## src/rtl/puzzle_pkg.sv

```systemverilog
// Shared types and constants for the sliding-tile board controller.
package puzzle_pkg;

   typedef enum logic [1:0] {StIdle, StShuffle, StPlay, StWin} state_e;

   typedef enum logic [1:0] {
      DirUp    = 2'd0,
      DirDown  = 2'd1,
      DirLeft  = 2'd2,
      DirRight = 2'd3
   } dir_e;

   // Fibonacci taps 16,14,13,11 expressed as bit positions 15,13,12,10
   localparam logic [15:0] LfsrTaps = 16'hB400;

   // Solved order for a side x side board, packed cell k at [k*tw +: tw]; sized for side <= 4
   function automatic logic [63:0] solved_board(input int unsigned side);
      int unsigned cells;
      int unsigned tw;
      logic [63:0] b;
      cells = side * side;
      tw    = $clog2(cells);
      b     = '0;
      for (int unsigned k = 0; k < cells - 1; k++) begin
         b = b | (64'(k + 1) << (k * tw));
      end
      return b;
   endfunction

endpackage

```

## src/rtl/btn_pulse.sv

```systemverilog
// Two-flop synchroniser plus rising-edge detector: a level button becomes a one-cycle pulse.
module btn_pulse #(
   parameter int unsigned WIDTH = 1
) (
   input  logic             clk,
   input  logic             rst,
   input  logic [WIDTH-1:0] btn,
   output logic [WIDTH-1:0] pulse
);

   logic [WIDTH-1:0] sync1_q, sync2_q, prev_q;

   // Synchronise the raw level and remember the previous synchronised value
   always_ff @(posedge clk or negedge rst) begin
      if (!rst) begin
         sync1_q <= '0;
         sync2_q <= '0;
         prev_q  <= '0;
      end else begin
         sync1_q <= btn;
         sync2_q <= sync1_q;
         prev_q  <= sync2_q;
      end
   end

   assign pulse = sync2_q & ~prev_q;

endmodule

```

## src/rtl/puzzle_board_ctrl.sv

```systemverilog
// SIDE x SIDE sliding-tile game engine: input pulses, shuffle LFSR, board state and win flag.
// Optional feature macro: MOVE_COUNT_EN (player move counter; move_cnt tied to 0 when undefined).
module puzzle_board_ctrl
   import puzzle_pkg::*;
#(
   parameter int unsigned SIDE       = 3,
   parameter int unsigned SHUF_MOVES = 64,
   parameter int unsigned CNT_W      = 10,
   parameter logic [15:0] LFSR_SEED  = 16'hACE1,
   localparam int unsigned CELLS     = SIDE * SIDE,
   localparam int unsigned TW        = $clog2(CELLS)
) (
   input  logic                clk,
   input  logic                rst,
   input  logic [3:0]          btn_dir,
   input  logic                btn_shuf,
   input  logic                btn_start,
   output logic [CELLS*TW-1:0] board,
   output logic [TW-1:0]       blank_pos,
   output logic [CNT_W-1:0]    move_cnt,
   output logic                busy,
   output logic                solved
);

   localparam logic [63:0] SolvedAll = solved_board(SIDE);

   logic [5:0]    pulse;
   logic          up_p, down_p, left_p, right_p, shuf_p, start_p;
   logic [15:0]   lfsr_q;
   state_e        state_q;
   logic [9:0]    shuf_cnt_q;
   logic [TW-1:0] cell_q [CELLS];
   logic [TW-1:0] blank_q;
   logic          moved_q;
   logic          dir_vld;
   dir_e          dir_sel;
   dir_e          mv_dir;
   logic          nb_legal;
   logic [TW-1:0] nb_idx;
   logic          win_now;
   logic          do_swap;
   logic          player_move;
   logic          shuf_done;

   btn_pulse #(
      .WIDTH(6)
   ) u_btn_pulse (
      .clk  (clk),
      .rst  (rst),
      .btn  ({btn_start, btn_shuf, btn_dir}),
      .pulse(pulse)
   );

   assign {start_p, shuf_p, up_p, down_p, left_p, right_p} = pulse;

   // Free-running shuffle randomness, advances in every state
   always_ff @(posedge clk or negedge rst) begin
      if (!rst) lfsr_q <= LFSR_SEED;
      else      lfsr_q <= {lfsr_q[14:0], ^(lfsr_q & LfsrTaps)};
   end

   // Player direction with fixed priority up > down > left > right
   always_comb begin
      dir_vld = 1'b1;
      dir_sel = DirUp;
      if (up_p)         dir_sel = DirUp;
      else if (down_p)  dir_sel = DirDown;
      else if (left_p)  dir_sel = DirLeft;
      else if (right_p) dir_sel = DirRight;
      else              dir_vld = 1'b0;
   end

   // Neighbour of the blank in the chosen direction and whether it lies on the board
   always_comb begin
      int unsigned bpos, row, col, npos;
      mv_dir   = (state_q == StShuffle) ? dir_e'(lfsr_q[1:0]) : dir_sel;
      bpos     = 32'(blank_q);
      row      = bpos / SIDE;
      col      = bpos % SIDE;
      npos     = bpos;
      nb_legal = 1'b0;
      case (mv_dir)
         DirUp:    if (row != 0)        begin nb_legal = 1'b1; npos = bpos - SIDE; end
         DirDown:  if (row != SIDE - 1) begin nb_legal = 1'b1; npos = bpos + SIDE; end
         DirLeft:  if (col != 0)        begin nb_legal = 1'b1; npos = bpos - 1;    end
         DirRight: if (col != SIDE - 1) begin nb_legal = 1'b1; npos = bpos + 1;    end
         default:  ;
      endcase
      nb_idx = TW'(npos);
   end

   // Flatten the board register array onto the output bus
   always_comb begin
      board = '0;
      for (int unsigned k = 0; k < CELLS; k++) begin
         board[k*TW +: TW] = cell_q[k];
      end
   end

   // Decide this cycle's swap; a win only counts right after a player move
   always_comb begin
      win_now     = moved_q && (board == SolvedAll[CELLS*TW-1:0]);
      do_swap     = 1'b0;
      player_move = 1'b0;
      shuf_done   = (state_q == StShuffle) && (shuf_cnt_q == 10'(SHUF_MOVES - 1));
      case (state_q)
         StShuffle: do_swap = nb_legal;
         StPlay: begin
            if (!start_p && !shuf_p && !win_now && dir_vld && nb_legal) begin
               do_swap     = 1'b1;
               player_move = 1'b1;
            end
         end
         default: ;
      endcase
   end

   // Game FSM with board registers and registered status outputs
   always_ff @(posedge clk or negedge rst) begin
      if (!rst) begin
         state_q    <= StIdle;
         shuf_cnt_q <= '0;
         blank_q    <= TW'(CELLS - 1);
         moved_q    <= 1'b0;
         busy       <= 1'b0;
         solved     <= 1'b0;
         for (int unsigned k = 0; k < CELLS; k++) cell_q[k] <= SolvedAll[k*TW +: TW];
      end else begin
         moved_q <= player_move;
         if (do_swap) begin
            cell_q[blank_q] <= cell_q[nb_idx];
            cell_q[nb_idx]  <= '0;
            blank_q         <= nb_idx;
         end
         case (state_q)
            StIdle: begin
               if (shuf_p) begin
                  state_q    <= StShuffle;
                  shuf_cnt_q <= '0;
                  busy       <= 1'b1;
               end
            end
            StShuffle: begin
               if (shuf_done) begin
                  state_q <= StPlay;
                  busy    <= 1'b0;
               end else begin
                  shuf_cnt_q <= shuf_cnt_q + 10'd1;
               end
            end
            StPlay, StWin: begin
               if (start_p) begin
                  // Later assignments override any swap scheduled above
                  state_q <= StIdle;
                  solved  <= 1'b0;
                  blank_q <= TW'(CELLS - 1);
                  for (int unsigned k = 0; k < CELLS; k++) cell_q[k] <= SolvedAll[k*TW +: TW];
               end else if (shuf_p) begin
                  state_q    <= StShuffle;
                  shuf_cnt_q <= '0;
                  busy       <= 1'b1;
                  solved     <= 1'b0;
               end else if (state_q == StPlay && win_now) begin
                  state_q <= StWin;
                  solved  <= 1'b1;
               end
            end
            default: state_q <= StIdle;
         endcase
      end
   end

   assign blank_pos = blank_q;

`ifdef MOVE_COUNT_EN
   logic [CNT_W-1:0] cnt_q;

   // Player move counter: cleared when a shuffle completes, saturates at all-ones
   always_ff @(posedge clk or negedge rst) begin
      if (!rst)                            cnt_q <= '0;
      else if (shuf_done)                  cnt_q <= '0;
      else if (player_move && cnt_q != '1) cnt_q <= cnt_q + CNT_W'(1);
   end

   assign move_cnt = cnt_q;
`else
   assign move_cnt = '0;
`endif

endmodule
```

## config.mk

```make
export PLATFORM = sky130hd
export DESIGN_NAME = puzzle_board_ctrl
export DESIGN_NICKNAME = d
export VERILOG_FILES = /design/src/rtl/puzzle_pkg.sv /design/src/rtl/btn_pulse.sv /design/src/rtl/puzzle_board_ctrl.sv
export SDC_FILE = /design/constraint.sdc
export NUM_CORES = 1
export LEC_CHECK = 0
export ABC_AREA = 1
export CORE_MARGIN = 2
export CORE_UTILIZATION = 45
export DETAILED_ROUTE_END_ITERATION = 12
export PLACE_DENSITY = 0.66
export SLEW_MARGIN = 40
export SYNTH_ARGS = -nofsm -noshare
export SYNTH_HDL_FRONTEND = slang
export SYNTH_HIERARCHICAL = 1
export SYNTH_SLANG_ARGS = --single-unit
```

## constraint.sdc

```tcl
create_clock -name clk -period 8.3 [get_ports clk]
set_input_delay 2.49 -clock clk [delete_from_list [all_inputs] [get_ports clk]]
set_output_delay 2.49 -clock clk [all_outputs]
set_load 0.02 [all_outputs]
```

=== Word-level counts from Yosys, hierarchy flattened ===
Cells that the tools add are included.

* Add/sub/neg operators: 5
* Divide/modulo/power cells: 2
* $lt $le $gt $ge: 4
* Eq/ne operators: 15
* Muxes and demuxes: 53
* Bitwise gates (word level): 6
* Reductions and logical operators: 23

{| class="wikitable"
|+ Operator list
! kind !! number
|-
| $mux 36 || 3
|-
| $ne 32x2->1 const B || 2
|-
| $reduce_bool 32->1 || 2
|-
| $mux 4 || 11
|-
| $and 36x36->36 || 1
|-
| $bwmux 36 || 1
|-
| $eq 36x32->1 const B || 1
|-
| $not 36->36 || 1
|-
| $demux 4 s4 || 2
|-
| $div 4x2->32 const B || 1
|-
| $mod 4x2->32 const B || 1
|-
| $mux 10 || 3
|-
| $pmux 10 s3 || 1
|-
| $mux 2 || 10
|-
| $bmux 4 s4 || 1
|-
| $mux 1 || 16
|-
| $pmux 4 s4 || 1
|-
| $reduce_xor 16->1 || 1
|-
| $add 10x1->10 const B || 1
|-
| $eq 10x6->1 const B || 1
|-
| $ge 5x5->1 const B || 2
|-
| $lt 5x1->1 const B || 2
|-
| $not 4->5 || 2
|-
| $logic_and 1x1->1 || 9
|-
| other kinds (20) || 32
|}

* Register bits: 89
* Bits of input ports: 8
* Output and inout port bits: 52
* Word-level logic and storage cells: 127

=== Longest topological paths before layout ===
Gate-level depths: netlist of the first run.

* Word-level depth: 19
* Depth in mapped cells: 33
* Depth with buffers taken out: 32

=== Cells and area by module ===
Netlist of the first run, hierarchy kept.

{| class="wikitable"
|+ By module, submodules not included
! module !! instances !! cells each !! area an instance (µm²) !! sequential area each (µm²)
|-
| puzzle_board_ctrl || 1 || 758 || 5109.9 || 1804.2
|-
| btn_pulse || 1 || 30 || 510.5 || 450.4
|}

=== Worst setup path after synthesis of the first run ===
OpenSTA, ideal clock, no wires.

* Path type: reg-to-reg
* Start: register blank_q[2] (netlist: blank_pos[2])
* End: register cell_q (netlist bit board[6])
* Setup time: 136 ps
* Arrival: 3759 ps
* Required time: 8164 ps
* Setup slack: 4405 ps
* Cell stages (with the launch flop): 32
* Path buffers: 3
* Path through: dfrtp_1 clkbuf_1 clkbuf_1 ha_1 nand2_1 nand2_1 nand4_4 nand2_1 nand2_1 inv_1 ha_1 inv_1 nand3_4 nand2_1 nand2_1 nand2_1 nand2_1 nor2_4 nand3_2 nand2_1 nand3_1 nand3_2 buf_2 nand3_1 nand2_1 nand2_1 nand2_1 nand2_1 nand3_2 nand2_1 nand2_1 a21oi_2

* Word-level cells in the longest chain between the ends: 14
* Elaborated cells on any way between the ends: 44
* Those cells by class: add/sub: 4; div: 2; order compare: 4; eq/ne: 2; mux: 23; bitwise: 4; reduce/logical: 5

{| class="wikitable"
|+ RTL lines
! element !! line !! RTL
|-
| from (decl) || puzzle_board_ctrl.sv:33 || <nowiki>logic [TW-1:0] blank_q;</nowiki>
|-
| from (signal assigned) || puzzle_board_ctrl.sv:123 || <nowiki>blank_q <= TW'(CELLS - 1);</nowiki>
|-
| from (signal assigned) || puzzle_board_ctrl.sv:133 || <nowiki>blank_q <= nb_idx;</nowiki>
|-
| from (signal assigned) || puzzle_board_ctrl.sv:156 || <nowiki>blank_q <= TW'(CELLS - 1);</nowiki>
|-
| $mod 4x2->32 or $div 4x2->32 (tied branches) || puzzle_board_ctrl.sv:79, puzzle_board_ctrl.sv:78 ||
|-
| $ne 32x2->1, or another cell as far along || puzzle_board_ctrl.sv:86 || <nowiki>DirRight: if (col != SIDE - 1) begin nb_legal = 1'b1; npos = bpos + 1; end</nowiki>
|-
| $mux 4, on equally long branches || -- ||
|-
| $pmux 4 s4 || puzzle_board_ctrl.sv:82 || <nowiki>case (mv_dir)</nowiki>
|-
| $not 4->5 (implied by the code) || puzzle_board_ctrl.sv:131, puzzle_board_ctrl.sv:132 ||
|-
| $ge 5x5->1 (implied by the code) or $lt 5x1->1 (tied branches) || puzzle_board_ctrl.sv:132 || <nowiki>cell_q[nb_idx] <= '0;</nowiki>
|-
| $logic_and 1x1->1 (implied by the code) || puzzle_board_ctrl.sv:132 ||
|-
| $mux 4 (implied by the code) || puzzle_board_ctrl.sv:132 ||
|-
| $demux 4 s4 || puzzle_board_ctrl.sv:132 ||
|-
| $not 36->36 (no source line) || -- ||
|-
| $and 36x36->36 (no source line) || -- ||
|-
| $mux 36 (*) || puzzle_board_ctrl.sv:130 || <nowiki>if (do_swap) begin</nowiki>
|-
| $mux 36 || puzzle_board_ctrl.sv:152 || <nowiki>if (start_p) begin</nowiki>
|-
| $mux 36 (*) || puzzle_board_ctrl.sv:135 || <nowiki>case (state_q)</nowiki>
|-
| to (signal, indexed assignment) || puzzle_board_ctrl.sv:131 || <nowiki>cell_q[blank_q] <= cell_q[nb_idx];</nowiki>
|-
| to (decl) || puzzle_board_ctrl.sv:32 || <nowiki>logic [TW-1:0] cell_q [CELLS];</nowiki>
|}

Mark *: on every way between the ends. The rest lies on a longest branch, timed or not. The select of a mux whose other input is x is not followed.
A chain may end at the register's enable or synchronous reset.

=== Worst setup path after layout of the first run ===
* Start: register blank_q[3] (netlist: blank_pos[3])
* End: register cell_q (netlist bit board[7])

Same word-level chain as after synthesis.

==> key figures, run 1 <==
Logic synthesis
  • Area share of the largest cell type after synthesis: 0.298
  • Post-synth top area cell: dfrtp_1
  • Cell Area, Synth: 5620 um^2
  • Synth Flop Type: dfrtp_1
  • Synth warn: 6
  • Cell variety after synth: 41
  • Synth async-reset ratio: 1.00
  • Yosys reg bits: 89
  • Average cell area after synthesis: 7.13 um^2
  • Synthesized instance count: 788
  • Sequential area share after synthesis: 0.401
  • EDFF count, synth: 0
  • Area contributors post-synth: dfrtp_1 30%, nand2_1 18%, dfstp_2 10%

Clock tree
  • CTS Buf Count: 9
  • H-tree levels: 3
  • Setup bufs post-CTS: 0
  • Latest clock arrival within the worst-skew pair: 0.35 ns
  • Clock Pin Slew Worst Setup and Hold Paths: 0.07 ns
  • Post-CTS Hold Buffers: 0
  • TritonCTS clock tree: built
  • Root Buffer: clkbuf_16
  • Sink Count: 89
  • Maximum clock path buffer count: 2
  • CTS-repair resized insts: 0

Floorplan
  • Num ports: 60
  • Initial core utilization: 0.464
  • Core area: 12100 um^2
  • Die extent in y: 116 um
  • DIE AREA: 13400 um^2
  • Die width: 116 um
  • FP Rows: 40

Worst setup path
  • FF-to-FF path depth: 28
  • Crit-path max FO: 21
  • Cell mode on critical path: nand2_1
  • Reg2reg start: blank_pos[3]
  • Critical path arrival: 5.54 ns
  • Worst path required time: 8.56 ns
  • Setup crit end kind: flip-flop
  • Worst setup SP type: flip-flop
  • Critical path class: flip-flop to flip-flop
  • Slowest stage delay, CP: 0.72 ns
  • Worst setup path start: blank_pos[3]
  • Worst path slowest cell: dfstp_2

Global route
  • Number of global-route vias before repair: 4996
  • Initial antenna violation count: 0
  • Global route total overflow: 0
  • GRT Overall Usage: 0.235
  • First-pass GRT wire length: 24.8 mm
  • Largest net degree at the start of global routing: 60

Min path
  • Min-delay src: u_btn_pulse/sync1_q[3]
  • Hold/Removal Path Class: flip-flop to flip-flop
  • Hold Crit Depth: 0

Place
  • Port bufs: 49
  • DP Wirelength: 10.8 mm
  • Gpl congestion: 0.927

Final layout
  • Layout cells sized above 1: 0.100
  • Most frequent cells in the layout: 263 x nand2_1, 99 x inv_1, 78 x a21oi_1
  • Commonest non-fill, non-tap cell in the layout: nand2_1
  • Area Overhead vs Synth: 16.4%
  • Number of diodes: 0
  • Final nets: 853

Status
  • Status: complete, no violations

STA
  • Tcrit/Tclk final: 0.636
  • Fin. Hold Viols: 0
  • Final min period: 5.28 ns
  • Pins Over Slew Limit: 0
  • Max-slew headroom: 0.479
  • RSZ-0062 raised after global routing: false
  • Setup TNS: 0 ns
  • Worst slew pin tran: 0.774 ns
  • Worst-case hold slack: 0.342 ns
  • Worst Clk Skew: 0.00758 ns
  • Peak Freq: 189 MHz
  • Final setup viols: 0

Routing
  • Vias per inst: 5.21
  • Post-DRT Antenna Nets: 0
  • Via count: 5234
  • WL per Instance: 14.6 um
  • Iteration-0 DRC count of the detailed router: 387
  • Drt pass-1 iters: 5
  • Drt total wl: 14.6 mm
  • # DRC: 0

Job
  • Total of max-cap violations: 0
[cell usage after synthesis, types with 2 or more instances]
cell type / n
nor4_1: 3
nand3_2: 8
nand4_1: 19
o21ai_1: 3
nor3_1: 5
a21oi_1: 78
inv_2: 8
a21oi_2: 3
o21ai_0: 17
nor2_2: 9
nand3_1: 59
dfrtp_1: 67
o211ai_1: 3
buf_4: 12
inv_1: 99
nor2_4: 3
nand2_4: 2
nand3_4: 3
buf_2: 4
xnor2_1: 3
ha_1: 13
xor2_1: 4
o31ai_1: 4
o21a_1: 3
nor2_1: 44
dfstp_2: 22
nand2_2: 4
a31oi_1: 2
clkbuf_1: 10
nand2_1: 263
[cell families after synthesis]
group / share of synthesized area
and+or+nand+nor: 0.344
xor gates and xnor gates: 0.0109
AOI/OAI and AO/OA: 0.116
buffers and inverters: 0.0984
other: 0.000667
DFF: 0.401
adders and majority gates: 0.0289
[stage by stage]
stage,instances,instance area [um^2],utilization,setup WS [ns]
2_1_floorplan,797,5650,-,4.41
3_3_place_gp,989,6220,0.513,3.34
3_5_place_dp,989,6220,0.513,3.12
4_1_cts,1005,6540,0.540,3.03
5_1_grt,1005,6540,0.540,2.57
6_report,1005,6540,0.540,3.02
[layer usage]
metal | up-vias | part of all wire | track usage
met3 | 15 | 0.050 | 0.0387
li1 | 2601 | - | -
met5 | - | 0 | 0
met4 | 0 | 0.012 | 0.0667
met2 | 150 | 0.45 | 0.365
met1 | 2468 | 0.48 | 0.340
[worst paths after layout]
| check | endpoint | slack (ns) |
|---|---|---|
| worst max-delay path | board[7] | 3.02 |
| worst min register to register | u_btn_pulse/sync2_q[3] | 0.34 |
| max in group asynchronous | board[5] | 5.37 |
| worst min-delay path | u_btn_pulse/sync2_q[3] | 0.34 |
| worst max register to register | board[7] | 3.02 |
| min in group asynchronous | u_btn_pulse/sync2_q[2] | 2.05 |
[area by class of cell]
class                      instances  area [um^2]
clock buffer                       9          225
clock inverter                     7         95.1
fill                            1199         5570
inverter                         107          402
multi-input combinational        574         2850
sequential                        89         2250
tap                              168          210
timing repair buffer              51          507
[sequential cells by signal, summed over array words and instances, names as in the netlist, 2 cells and up]
register	count
state_q	2
u_btn_pulse/sync1_q	6
shuf_cnt_q	10
u_btn_pulse/sync2_q	6
board	36
u_btn_pulse/prev_q	6
blank_pos	4
lfsr_q	16
[worst max-delay path, delay by kind of cell, from the launching register on]
| kind | cells | cell delay [ns] |
|---|---|---|
| DFF | 1 | 0.72 |
| AOI/OAI and AO/OA | 2 | 0.25 |
| and+or+nand+nor | 19 | 3.19 |
| buffers and inverters | 5 | 0.60 |
| adders and majority gates | 2 | 0.43 |
Power of run 1 is left out: the tool's default activity adds up to more than one toggle a clock period on the data nets, which glitch-free logic cannot reach.
==> run 2, diff against run 1 <==
==> constraint.sdc (replaced) <==
create_clock -name clk -period 5.1 [get_ports clk]
set_input_delay 1.53 -clock clk [delete_from_list [all_inputs] [get_ports clk]]
set_output_delay 1.53 -clock clk [all_outputs]
set_load 0.02 [all_outputs]
==> key figures, run 2 (synthesis gave the netlist of run 1 again) <==
Status
  • Status: complete, no violations (unchanged)

Clock tree
  • CTS Buf Count: 9 (unchanged)
  • Setup bufs post-CTS: 0 (unchanged)
  • TritonCTS clock tree: built (unchanged)
  • Maximum clock path buffer count: 2 (unchanged)
  • Sink Count: 89 (unchanged)
  • Root Buffer: clkbuf_16 (unchanged)
  • H-tree levels: 3 (unchanged)
  • Latest clock arrival within the worst-skew pair: 0.35 ns (about the same)
  • Clock Pin Slew Worst Setup and Hold Paths: 0.07 ns (about the same)

Routing
  • Iteration-0 DRC count of the detailed router: 547 (was 387)
  • Drt total wl: 15.1 mm (was 14.6 mm)
  • # DRC: 0 (unchanged)
  • Via count: 5320 (was 5234)
  • Vias per inst: 5.25 (was 5.21)
  • Post-DRT Antenna Nets: 0 (unchanged)
  • Drt pass-1 iters: 7 (was 5)
  • WL per Instance: 14.8 um (was 14.6 um)

STA
  • Worst Clk Skew: 0.00622 ns (was 0.00758 ns)
  • Final min period: 4.60 ns (was 5.28 ns)
  • Fin. Hold Viols: 0 (unchanged)
  • Final setup margin: 0.502 ns (was 3.02 ns)
  • Pins Over Slew Limit: 0 (unchanged)
  • Max-slew headroom: 0.516 (was 0.479)
  • Worst slew pin tran: 0.727 ns (was 0.774 ns)
  • Final setup viols: 0 (unchanged)
  • Setup TNS: 0 ns (unchanged)
  • Peak Freq: 217 MHz (was 189 MHz)
  • RSZ-0062 raised after global routing: false (unchanged)
  • Tcrit/Tclk final: 0.902 (was 0.636)

Floorplan
  • Num ports: 60 (unchanged)
  • Initial core utilization: 0.464 (unchanged)
  • Die width: 116 um (unchanged)
  • Core area: 12100 um^2 (unchanged)
  • Die extent in y: 116 um (unchanged)
  • DIE AREA: 13400 um^2 (unchanged)
  • FP Rows: 40 (unchanged)

Worst setup path
  • CP bufs+invs: 5 (unchanged)
  • Critical path class: flip-flop to flip-flop (unchanged)
  • Setup crit end kind: flip-flop (unchanged)
  • Reg2reg start: blank_pos[3] (unchanged)
  • Cell mode on critical path: nand2_1 (unchanged)
  • Worst setup SP type: flip-flop (unchanged)
  • Crit-path max FO: 14 (was 21)
  • Worst path required time: 5.36 ns (was 8.56 ns)
  • Critical path arrival: 4.86 ns (was 5.54 ns)
  • Worst path slowest cell: dfstp_4 (was dfstp_2)
  • Slowest stage delay, CP: 0.72 ns (about the same)
  • Worst setup path start: blank_pos[3] (unchanged)
  • CP delay by family, top: simple AND/OR/NAND/NOR gates (unchanged)

Final layout
  • Final nets: 862 (was 853)
  • Commonest non-fill, non-tap cell in the layout: nand2_1 (unchanged)
  • Fin area: 6620 um^2 (was 6540 um^2)
  • Number of diodes: 0 (unchanged)
  • Most frequent cells in the layout: 263 x nand2_1, 98 x inv_1, 77 x a21oi_1 (was 263 x nand2_1, 99 x inv_1, 78 x a21oi_1)
  • Seq. cell area: 2260 um^2 (was 2250 um^2)
  • Core Util, Final: 0.547 (was 0.540)
  • Max reg flops: 36 (unchanged)
  • Footprint of the multi-input gates: 2880 um^2 (was 2850 um^2)
  • Layout cells sized above 1: 0.112 (was 0.100)
  • Area Overhead vs Synth: 17.8% (was 16.4%)
  • Filler instances: 1206 (was 1199)

Global route
  • GRT Overall Usage: 0.240 (was 0.235)
  • Number of global-route vias before repair: 5092 (was 4996)
  • Global route total overflow: 0 (unchanged)
  • First-pass GRT wire length: 25.2 mm (was 24.8 mm)
  • Initial antenna violation count: 0 (unchanged)
  • Largest net degree at the start of global routing: 56 (was 60)

Place
  • Gpl congestion: 0.936 (was 0.927)
  • Port bufs: 49 (unchanged)
  • Dpl cell area: 6280 um^2 (was 6220 um^2)
  • Post-place setup slack: 0.306 ns (was 3.12 ns)
  • DP Wirelength: 11.0 mm (was 10.8 mm)

Job
  • Total of max-cap violations: 0 (unchanged)

Min path
  • Min-delay src: lfsr_q[3] (was u_btn_pulse/sync1_q[3])
  • Hold/Removal Path Class: flip-flop to flip-flop (unchanged)
==> run 2: worst register-to-register path, delay by kind of cell, from the launching register on <==
kind,cells,cell delay (ns)
compound gates,2,0.33
simple gates,19,2.37
fa+ha+maj,2,0.43
flops,1,0.72
buf+inv,5,0.65
==> run 2: area by class of cell <==
class                      instances  share of cell area
tap                              168              0.0317
timing repair buffer              60              0.0862
inverter                         107              0.0607
clock inverter                     6              0.0113
multi-input combinational        574               0.434
sequential                        89               0.341
clock buffer                      10              0.0346
==> run 2: final timing paths <==
check | to | slack (ns) | cells after the start
setup / recovery | board[3] | 0.50 | 28
hold / removal | lfsr_q[4] | 0.35 | 0
setup reg to reg | board[3] | 0.50 | 28
hold reg to reg | lfsr_q[4] | 0.35 | 0
max in group asynchronous | lfsr_q[10] | 2.96 | 2
min in group asynchronous | shuf_cnt_q[3] | 1.23 | 1
==> run 2: timing repair <==
item / in CTS / in global routing
resized for setup: 0 / 6
endpoints found under the setup margin: 0 / 35
hold buffers: 0 / 0
==> run 2: stage by stage <==
stage               hold slack, ns  cells
floorplan                    0.331    797
global placement             0.331    998
detailed placement           0.336    998
CTS                          0.350   1014
global route                 0.357   1014
finish                       0.350   1014
==> run 2: layer usage <==
layer  vias up  share of wire  track usage  wire length [um]
li1       2612              -            -                 -
met3        17          0.056       0.0429               841
met1      2542           0.48        0.347              7220
met5         -              0            0                 0
met2       149           0.45        0.367              6760
met4         0          0.016       0.0754               234
Power of run 2 is left out for the same reason.
==> run 3, diff against run 2 <==
--- a/config.mk
+++ b/config.mk
@@ -6,6 +6,7 @@
 export NUM_CORES = 1
 export LEC_CHECK = 0
 export ABC_AREA = 1
+export ABC_CLOCK_PERIOD_IN_PS = 5100
 export CORE_MARGIN = 2
 export CORE_UTILIZATION = 45
 export DETAILED_ROUTE_END_ITERATION = 12
==> results of run 3 <==
Same layout as run 2: the final DEF is identical, and so are final timing and power.
Power of run 3 is left out for the same reason.
